## config.mk

```make
export PLATFORM = sky130hd
export DESIGN_NAME = uart_output
export DESIGN_NICKNAME = d
export VERILOG_FILES = /design/src/rtl/uart_pkg.sv /design/src/rtl/uart_tx_fifo.sv /design/src/rtl/uart_output.sv
export SDC_FILE = /design/constraint.sdc
export NUM_CORES = 1
export LEC_CHECK = 0
export ABC_AREA = 1
export BUFFER_PORTS_ARGS = -buffer_cell sky130_fd_sc_hd__buf_4
export CAP_MARGIN = 20
export CORE_ASPECT_RATIO = 1.1
export CORE_MARGIN = 3
export CORE_UTILIZATION = 55
export CTS_CLUSTER_DIAMETER = 150
export DETAILED_ROUTE_END_ITERATION = 10
export GPL_TIMING_DRIVEN = 0
export PLACE_DENSITY_LB_ADDON = 0.2
export SYNTH_ARGS = -nofsm -noshare
export SYNTH_HDL_FRONTEND = slang
export SYNTH_SLANG_ARGS = --single-unit
export TNS_END_PERCENT = 1
```

## constraint.sdc

```tcl
create_clock -name clk -period 2.9 [get_ports clk]
set_input_delay 0.58 -clock clk [delete_from_list [all_inputs] [get_ports clk]]
set_output_delay 0.58 -clock clk [all_outputs]
set_load 0.02 [all_outputs]
```

## src/rtl/uart_pkg.sv

```systemverilog
// Constants and TX state encoding shared by uart_output and the matching uart_input receiver.
package uart_pkg;

    localparam int UART_CLKS_PER_BIT = 4;
    localparam int UART_DATA_BITS    = 8;
    localparam int UART_MSB_FIRST    = 1;

    typedef enum logic [1:0] {
        TX_IDLE  = 2'd0,
        TX_START = 2'd1,
        TX_DATA  = 2'd2,
        TX_STOP  = 2'd3
    } tx_state_t;

endpackage

```

## src/rtl/uart_tx_fifo.sv

```systemverilog
// Synchronous FIFO with push/pop, full/empty and show-ahead read data.
// Used by the UART transmitter and equally usable on the receive side.
module uart_tx_fifo #(
    parameter int DEPTH = 4,
    parameter int WIDTH = 8
) (
    input  logic             clk,
    input  logic             rst,
    input  logic             push,
    input  logic [WIDTH-1:0] push_data,
    input  logic             pop,
    output logic [WIDTH-1:0] pop_data,
    output logic             full,
    output logic             empty
);

    localparam int PTR_W = $clog2(DEPTH);
    localparam logic [PTR_W:0] FULL_COUNT = (PTR_W + 1)'(DEPTH);

    logic [WIDTH-1:0] mem [DEPTH];
    logic [PTR_W-1:0] wr_ptr;
    logic [PTR_W-1:0] rd_ptr;
    logic [PTR_W:0]   count;
    logic             do_push;
    logic             do_pop;

    // A push into a full FIFO is refused even when a pop frees a slot this cycle.
    assign full     = (count == FULL_COUNT);
    assign empty    = (count == '0);
    assign do_push  = push && !full;
    assign do_pop   = pop && !empty;
    assign pop_data = mem[rd_ptr];

    always_ff @(posedge clk) begin
        if (do_push) begin
            mem[wr_ptr] <= push_data;
        end
    end

    always_ff @(posedge clk) begin
        if (rst) begin
            wr_ptr <= '0;
            rd_ptr <= '0;
            count  <= '0;
        end else begin
            if (do_push) begin
                wr_ptr <= wr_ptr + 1'b1;
            end
            if (do_pop) begin
                rd_ptr <= rd_ptr + 1'b1;
            end
            case ({do_push, do_pop})
                2'b10:   count <= count + 1'b1;
                2'b01:   count <= count - 1'b1;
                default: count <= count;
            endcase
        end
    end

endmodule

```

## src/rtl/uart_output.sv

```systemverilog
// UART transmitter: FIFO-buffered bytes serialised as 8N1/8N2 frames on a registered txd.
// txd is registered from the current state, so the line trails the FSM by one clock.
module uart_output
    import uart_pkg::*;
#(
    parameter int CLKS_PER_BIT = UART_CLKS_PER_BIT,
    parameter int STOP_BITS    = 1,
    parameter int MSB_FIRST    = UART_MSB_FIRST,
    parameter int FIFO_DEPTH   = 4
) (
    input  logic       clk,
    input  logic       rst,
    input  logic [7:0] tx_data,
    input  logic       tx_valid,
    output logic       tx_ready,
    output logic       txd,
    output logic       busy
);

    localparam int CNT_W = (CLKS_PER_BIT > 1) ? $clog2(CLKS_PER_BIT) : 1;
    localparam logic [CNT_W-1:0] LAST_CLK  = CNT_W'(CLKS_PER_BIT - 1);
    localparam logic [2:0]       LAST_DATA = 3'(UART_DATA_BITS - 1);
    localparam logic [2:0]       LAST_STOP = 3'(STOP_BITS - 1);
    localparam bit               MSB       = (MSB_FIRST != 0);

    tx_state_t  state;
    logic [CNT_W-1:0] clk_cnt;
    logic [2:0] bit_cnt;
    logic [7:0] shifter;
    logic [7:0] fifo_data;
    logic       fifo_full;
    logic       fifo_empty;
    logic       pop;
    logic       bit_end;
    logic       cur_bit;

    uart_tx_fifo #(
        .DEPTH(FIFO_DEPTH),
        .WIDTH(8)
    ) u_fifo (
        .clk      (clk),
        .rst      (rst),
        .push     (tx_valid),
        .push_data(tx_data),
        .pop      (pop),
        .pop_data (fifo_data),
        .full     (fifo_full),
        .empty    (fifo_empty)
    );

    assign tx_ready = !fifo_full;
    assign busy     = (state != TX_IDLE) || !fifo_empty;
    assign bit_end  = (clk_cnt == LAST_CLK);
    assign cur_bit  = MSB ? shifter[7] : shifter[0];

    // Pop in IDLE, or on the final clock of the last stop bit so frames run back to back.
    assign pop = !fifo_empty &&
                 ((state == TX_IDLE) ||
                  (state == TX_STOP && bit_end && bit_cnt == LAST_STOP));

    always_ff @(posedge clk) begin
        if (rst) begin
            state   <= TX_IDLE;
            clk_cnt <= '0;
            bit_cnt <= '0;
            shifter <= '0;
            txd     <= 1'b1;
        end else begin
            case (state)
                TX_IDLE: begin
                    txd <= 1'b1;
                    if (pop) begin
                        shifter <= fifo_data;
                        clk_cnt <= '0;
                        state   <= TX_START;
                    end
                end
                TX_START: begin
                    txd <= 1'b0;
                    if (bit_end) begin
                        clk_cnt <= '0;
                        bit_cnt <= '0;
                        state   <= TX_DATA;
                    end else begin
                        clk_cnt <= clk_cnt + 1'b1;
                    end
                end
                TX_DATA: begin
                    txd <= cur_bit;
                    if (bit_end) begin
                        clk_cnt <= '0;
                        shifter <= MSB ? {shifter[6:0], 1'b0} : {1'b0, shifter[7:1]};
                        if (bit_cnt == LAST_DATA) begin
                            bit_cnt <= '0;
                            state   <= TX_STOP;
                        end else begin
                            bit_cnt <= bit_cnt + 1'b1;
                        end
                    end else begin
                        clk_cnt <= clk_cnt + 1'b1;
                    end
                end
                TX_STOP: begin
                    txd <= 1'b1;
                    if (bit_end) begin
                        clk_cnt <= '0;
                        if (bit_cnt == LAST_STOP) begin
                            bit_cnt <= '0;
                            if (pop) begin
                                shifter <= fifo_data;
                                state   <= TX_START;
                            end else begin
                                state   <= TX_IDLE;
                            end
                        end else begin
                            bit_cnt <= bit_cnt + 1'b1;
                        end
                    end else begin
                        clk_cnt <= clk_cnt + 1'b1;
                    end
                end
                default: state <= TX_IDLE;
            endcase
        end
    end

endmodule
```

# Word-level counts from Yosys, hierarchy flattened
# Memories as Yosys holds them, arrays and structs flattened. A register that Yosys moved wholly into a read port is not among the register bits.
# Index checks and enable logic that the tools add are counted.
dict set report op_classes {
  n_addsub 6
  eq_ne 14
  muxes 28
  n_reduce_logical 21
}
# cell n
set op_table {}
lappend op_table {{8-bit 2-to-1 mux} 4}
lappend op_table {{8-bit one-hot mux with 3 select lines} 1}
lappend op_table {{2-bit 2-to-1 mux} 10}
lappend op_table {{3-bit 2-to-1 mux} 5}
lappend op_table {{3-bit one-hot mux with 3 select lines} 1}
lappend op_table {{2-bit equality test (second input constant)} 4}
lappend op_table {{2-bit inequality test (second input constant)} 4}
lappend op_table {{2-bit one-hot mux with 4 select lines} 1}
lappend op_table {{4-bit AND reduction} 2}
lappend op_table {{2-bit by 1-bit adder with 2-bit output (second input constant)} 3}
lappend op_table {{3-bit by 1-bit adder with 3-bit output (second input constant)} 2}
lappend op_table {{3-bit equality test (second input constant)} 2}
lappend op_table {{3-bit logical NOT} 2}
lappend op_table {{3-bit one-hot mux with 2 select lines} 1}
lappend op_table {{6-bit AND reduction} 1}
lappend op_table {{3-bit nonzero test} 2}
lappend op_table {{1-bit logical AND} 5}
lappend op_table {{2-bit by 1-bit equality test with 1-bit output (second input constant)} 2}
lappend op_table {{2-bit by 1-bit inequality test with 1-bit output (second input constant)} 2}
lappend op_table {{2-bit one-hot mux with 2 select lines} 1}
lappend op_table {{2-bit nonzero test} 2}
lappend op_table {{1-bit 2-to-1 mux} 3}
lappend op_table {{1-bit one-hot mux with 3 select lines} 1}
lappend op_table {{3-bit OR reduction} 1}
lappend op_table {{other kinds (5)} 7}
dict set report word_totals {
  register_bits 23
  mem_bits_rw 32
  input_bits 11
  out_inout_bits 3
  word_cells 78
  memories 1
}
# memory depth word_bits read_ports rd_clocked_by_memory_dff write_ports line_no
set memory_table {}
lappend memory_table {u_fifo.mem 4 8 1 1 1 uart_tx_fifo.sv:20} ;# logic [WIDTH-1:0] mem [DEPTH];

# Longest topological paths before layout
dict set report logic_depth {
  word_depth 9
  depth_mapped 13
  mapped_depth_nobuf 13
}

# By module
# Synthesis repeated with hierarchy kept, for this count alone.
dict set report hier_totals {
  cells_unflattened 285
  hier_area_um2 2721.4
}
# mod instances cells_each area_per_inst_um2 seq_area_each_um2
set modules_own_cells {}
lappend modules_own_cells {uart_tx_fifo 1 146 1691.6 1141.1}
lappend modules_own_cells {uart_output 1 139 1029.7 320.3}

# Least setup slack after synthesis
# No wires, ideal clock.
dict set report synth_path {
  path_kind {flip-flop to flip-flop}
  start {reg state[0]}
  end {reg u_fifo.count[2]}
  setup_time_ns 0.122
  arrival_time_ns 1.967
  t_required_ns 2.778
  path_slack_ns 0.811
  path_stages_with_launch 13
  n_path_buf 0
  period_less_slack_ns 2.089
  path_cell_list {dfxtp_1 -> ha_1 -> nand2_1 -> inv_1 -> nand2_1 -> a21boi_2 -> ha_1 -> inv_1 -> fa_1 -> a21oi_1 -> o21ai_0 -> o21ai_0 -> a21oi_1}
}
dict set report synth_between {
  elab_chain_len 8
  elab_cells_between_ends 11
  classes_between {eq/ne: 3; mux: 1; reduce/logical: 7}
}
# item line_no
set synth_lines {}
lappend synth_lines {{start, declared} uart_output.sv:26} ;# tx_state_t state;
lappend synth_lines {{start signal, assigned} uart_output.sv:63} ;# state <= TX_IDLE;
lappend synth_lines {{start signal, assigned} uart_output.sv:75} ;# state <= TX_START;
lappend synth_lines {{start signal, assigned} uart_output.sv:83} ;# state <= TX_DATA;
lappend synth_lines {{2-bit equality test} uart_output.sv:59} ;# (state == TX_STOP && bit_end && bit_cnt == LAST_STOP));
lappend synth_lines {{1-bit logical AND (2 in series)} uart_output.sv:59}
lappend synth_lines {{1-bit logical OR *} uart_output.sv:58} ;# ((state == TX_IDLE) ||
lappend synth_lines {{1-bit logical AND *} uart_output.sv:57} ;# assign pop = !fifo_empty &&
lappend synth_lines {{1-bit logical AND *} uart_tx_fifo.sv:31} ;# assign do_pop = pop && !empty;
lappend synth_lines {{net u_fifo.do_pop} uart_tx_fifo.sv:25} ;# logic do_pop;
lappend synth_lines {{2-bit by 1-bit equality test with 1-bit output / 2-bit equality test (equally long branches)} uart_tx_fifo.sv:52} ;# case ({do_push, do_pop})
lappend synth_lines {{3-bit one-hot mux with 2 select lines / 2-bit nonzero test (equally long branches)} --}
lappend synth_lines {{end signal, assigned} uart_tx_fifo.sv:53} ;# 2'b10: count <= count + 1'b1;
lappend synth_lines {{end signal, assigned} uart_tx_fifo.sv:54} ;# 2'b01: count <= count - 1'b1;
lappend synth_lines {{end signal, assigned} uart_tx_fifo.sv:55} ;# default: count <= count;
lappend synth_lines {{end, declared} uart_tx_fifo.sv:23} ;# logic [PTR_W:0] count;
# Mark *: on every way through the listed nets, which the timed path passes. The rest lies on a longest branch.
# A chain may end at the register's enable or synchronous reset.

# Worst setup path in the final report
# Ends and elaborated chain as after synthesis.

==> impl_results.md <==
- Status: completed
- Psw: approximately 1000 uW
- Max FO, Critical Path: 6
- Port Buf Inserts: 13
- Crit end category: register
- Final Hold Viols: 0
- Area Overhead vs Synth: 13.4%
- Row count: 25
- Starting Density: 59.0%
- Netlist Area Pre-Place: 2620 sq um
- Worst slew pin tran: 0.728 ns
- CTS buffer count: 9
- Clk root buf: clkbuf_8
- Antenna viol nets, final: 0
- Number of synthesized register bits: 57
- Setup TNS: 0 ns
- Final HPWL DP: roughly 3.2 mm
- CTS sink count: 57
- Slew Limit Fails: 0
- Area of the multi-input gates: 967 sq um
- Boundary pin count: 14
- Routability Congestion: 0.844
- First-pass GRT wire length: 8.11 mm
- WP data required: 3.11 ns
- Tmin final: 2.37 ns
- Worst Skew: ~0.008 ns
- Register Area: between 1000 and 1500 sq um
- CTS tree: yes
- Die W: 71.8 um
- Maximum VDD drop: roughly 0.62 mV
- Worst hold path type: input pin to register
- Total grt overflow: 0
- Tot Pwr: 2810 uW
- Wire per inst: 12.1 um
- Syn avg cell area: just under 9 sq um
- Switching share of total power: a little under two fifths
- Placeable Area: ~4400 sq um
- Flop pwr share: 38.4%
- Worst-path clk slew: 0.06 ns
- CP arrival: 2.58 ns
- Clock share of power: 24.1%
- Fmax achieved: 423 MHz
- Largest net degree at the start of global routing: 11
- Period utilisation layout: 81.6%
- DR pass1 iterations: 4
- GRT Util Overall: 19.0%
- Mapped Cells: 303
- Die H: 78.4 um
- Final setup viols: 0
- Via count of the first global-routing pass: 1838
- Vias per inst: between 4 and 5
- WS Path Type: register to register
- WL final: 4.68 mm
- Yosys warnings: 0
- Comb power frac: 37.5%
- Pwr dens: 945 nW/um^2
- Initial antenna violation count: 0
- # diodes: 0
- Critical Path Start Type: register
- Clk buf depth: 2
- DR iter-0 viols: 103
- Pleak: approximately 0.0013 uW
- Cell variety after synth: 22
- Vias: 1920
- Cts repair resizes: 0
- Maxcap violations: 0
- Post-CTS Setup Bufs: 0
- Slew Limit Headroom: 51.3%
- Hold_buf cts: 0
- Fillcell total: between 300 and 400
- Worst-Skew Late Latency: 0.33 ns
- RSZ-0062 raised after global routing: no
- Htree depth: 3
- Drt drc: 0
- Sequential-to-total area share from yosys stat: 55.8%
- Layout cells sized above 1: 12.0%
- Int Pwr: 1770 uW
- Final-stage net count: between 300 and 400
- Die area: 5630 sq um
- Total nets after synthesis: between 300 and 400
-- power by group through the flow --
stage	clock network (uW)	logic [uW]	registers (uW)
after floorplan	0	806	1090
after global placement	0	1030	1090
after detailed placement	0	1050	1100
after CTS	692	1060	1080
after global routing	732	1220	1100
final	678	1050	1080
-- final cells by class --
type                            count  share of cell area (%)
Tap cell                           54                    2.27
Clock buffer                       13                    5.73
Clock inverter                      3                   0.505
Multi-Input combinational cell    200                    32.6
Inverter                           38                    4.80
Timing Repair Buffer               13                    3.29
Sequential cell                    57                    49.2
Buffer                              8                    1.64
-- cells in the final DEF, fill, tap and decap left out --
cell	Yosys	final
inv_1	36	36
a21oi_1	15	15
a21boi_2	1	1
clkinv_2	0	3
nand4_1	1	1
clkbuf_16	0	1
nor2_2	2	2
nand3_1	8	8
nand2_2	2	2
nor3_1	1	1
o211ai_1	1	1
ha_1	13	13
nor2_1	34	34
buf_4	2	15
nand2_1	95	95
fa_1	1	1
buf_6	1	1
clkbuf_1	2	4
o21ai_1	18	18
clkbuf_8	0	10
buf_2	3	3
edfxtp_1	32	32
o21ai_0	8	8
inv_2	2	2
dfxtp_1	25	25
-- routing by layer --
layer  share of wire [%]  track usage [%]  vias to the layer above  wire, um
li1                    -                -                     1011         -
met1                  47             24.1                      878      2220
met2                  48             28.8                       27      2250
met3                 3.4             6.02                        4       160
met4                 1.0             10.2                        0        49
met5                   0                0                        -         0
-- through the flow --
stage	setup WS, ns	cell area [sq um]	utilization, %	hold WS [ns]	cells
after floorplan	0.811	2620	-	0.433	303
after global placement	0.627	2790	62.7	0.446	370
after detailed placement	0.550	2790	62.7	0.456	370
after CTS	0.535	2970	66.9	0.429	386
after global routing	0.378	2970	66.9	0.423	386
final	0.534	2970	66.9	0.449	386
-- registers in the layout, summed over array words and instances (netlist names), named ones only --
| register | cells |
|---|---|
| u_fifo.mem | 32 |
| state | 2 |
| shifter | 8 |
| txd | 1 |
| bit_cnt | 3 |
| clk_cnt | 2 |
| u_fifo.rd_ptr | 2 |
| u_fifo.wr_ptr | 2 |
| u_fifo.count | 3 |
-- worst max-delay path, stage by stage (launching register included) --
cell and delay [ns]:
dfxtp_1 0.41, ha_1 0.26, nand2_1 0.07, inv_1 0.05
nand2_1 0.07, a21boi_2 0.27, ha_1 0.20, inv_1 0.07
fa_1 0.38, a21oi_1 0.15, o21ai_0 0.11, o21ai_0 0.16
a21oi_1 0.05
-- synthesized netlist by cell type --
master	number	area, sq um
clkbuf_1	2	7.51
edfxtp_1	32	961
nor2_2	2	12.5
buf_4	2	15.0
buf_6	1	11.3
inv_1	36	135
buf_2	3	15.0
o211ai_1	1	7.51
o21ai_1	18	90.1
nand3_1	8	40.0
nor3_1	1	5.00
nand4_1	1	6.26
dfxtp_1	25	500
a21boi_2	1	11.3
a21oi_1	15	75.1
nor2_1	34	128
ha_1	13	163
inv_2	2	7.51
fa_1	1	20.0
nand2_2	2	12.5
o21ai_0	8	40.0
nand2_1	95	357
-- cells by family (layout without fill, tap and decap cells) --
logic type	after synthesis	in the layout	share of synthesized area (%)
DFF	57	57	55.8
and+or+nand+nor	143	143	21.4
AOI/OAI and AO/OA	43	43	8.55
buffers and inverters	46	75	7.31
adders and majority gates	14	14	6.97
-- worst paths after layout --
| kind | depth (start not counted) | slack [ns] | end | startpoint |
|---|---|---|---|---|
| worst max-delay path | 12 | 0.53 | u_fifo.count[2]$_SDFFE_PP0P_ | state[0]$_SDFFE_PP0P_ |
| worst min-delay path | 1 | 0.45 | u_fifo.mem[2][5]$_DFFE_PP_ | tx_data[5] |
| worst max register to register | 12 | 0.53 | u_fifo.count[2]$_SDFFE_PP0P_ | state[0]$_SDFFE_PP0P_ |
| worst min register to register | 2 | 0.47 | register | u_fifo.rd_ptr[1]$_SDFFE_PP0P_ |
Power figures use the tool's default switching activity.
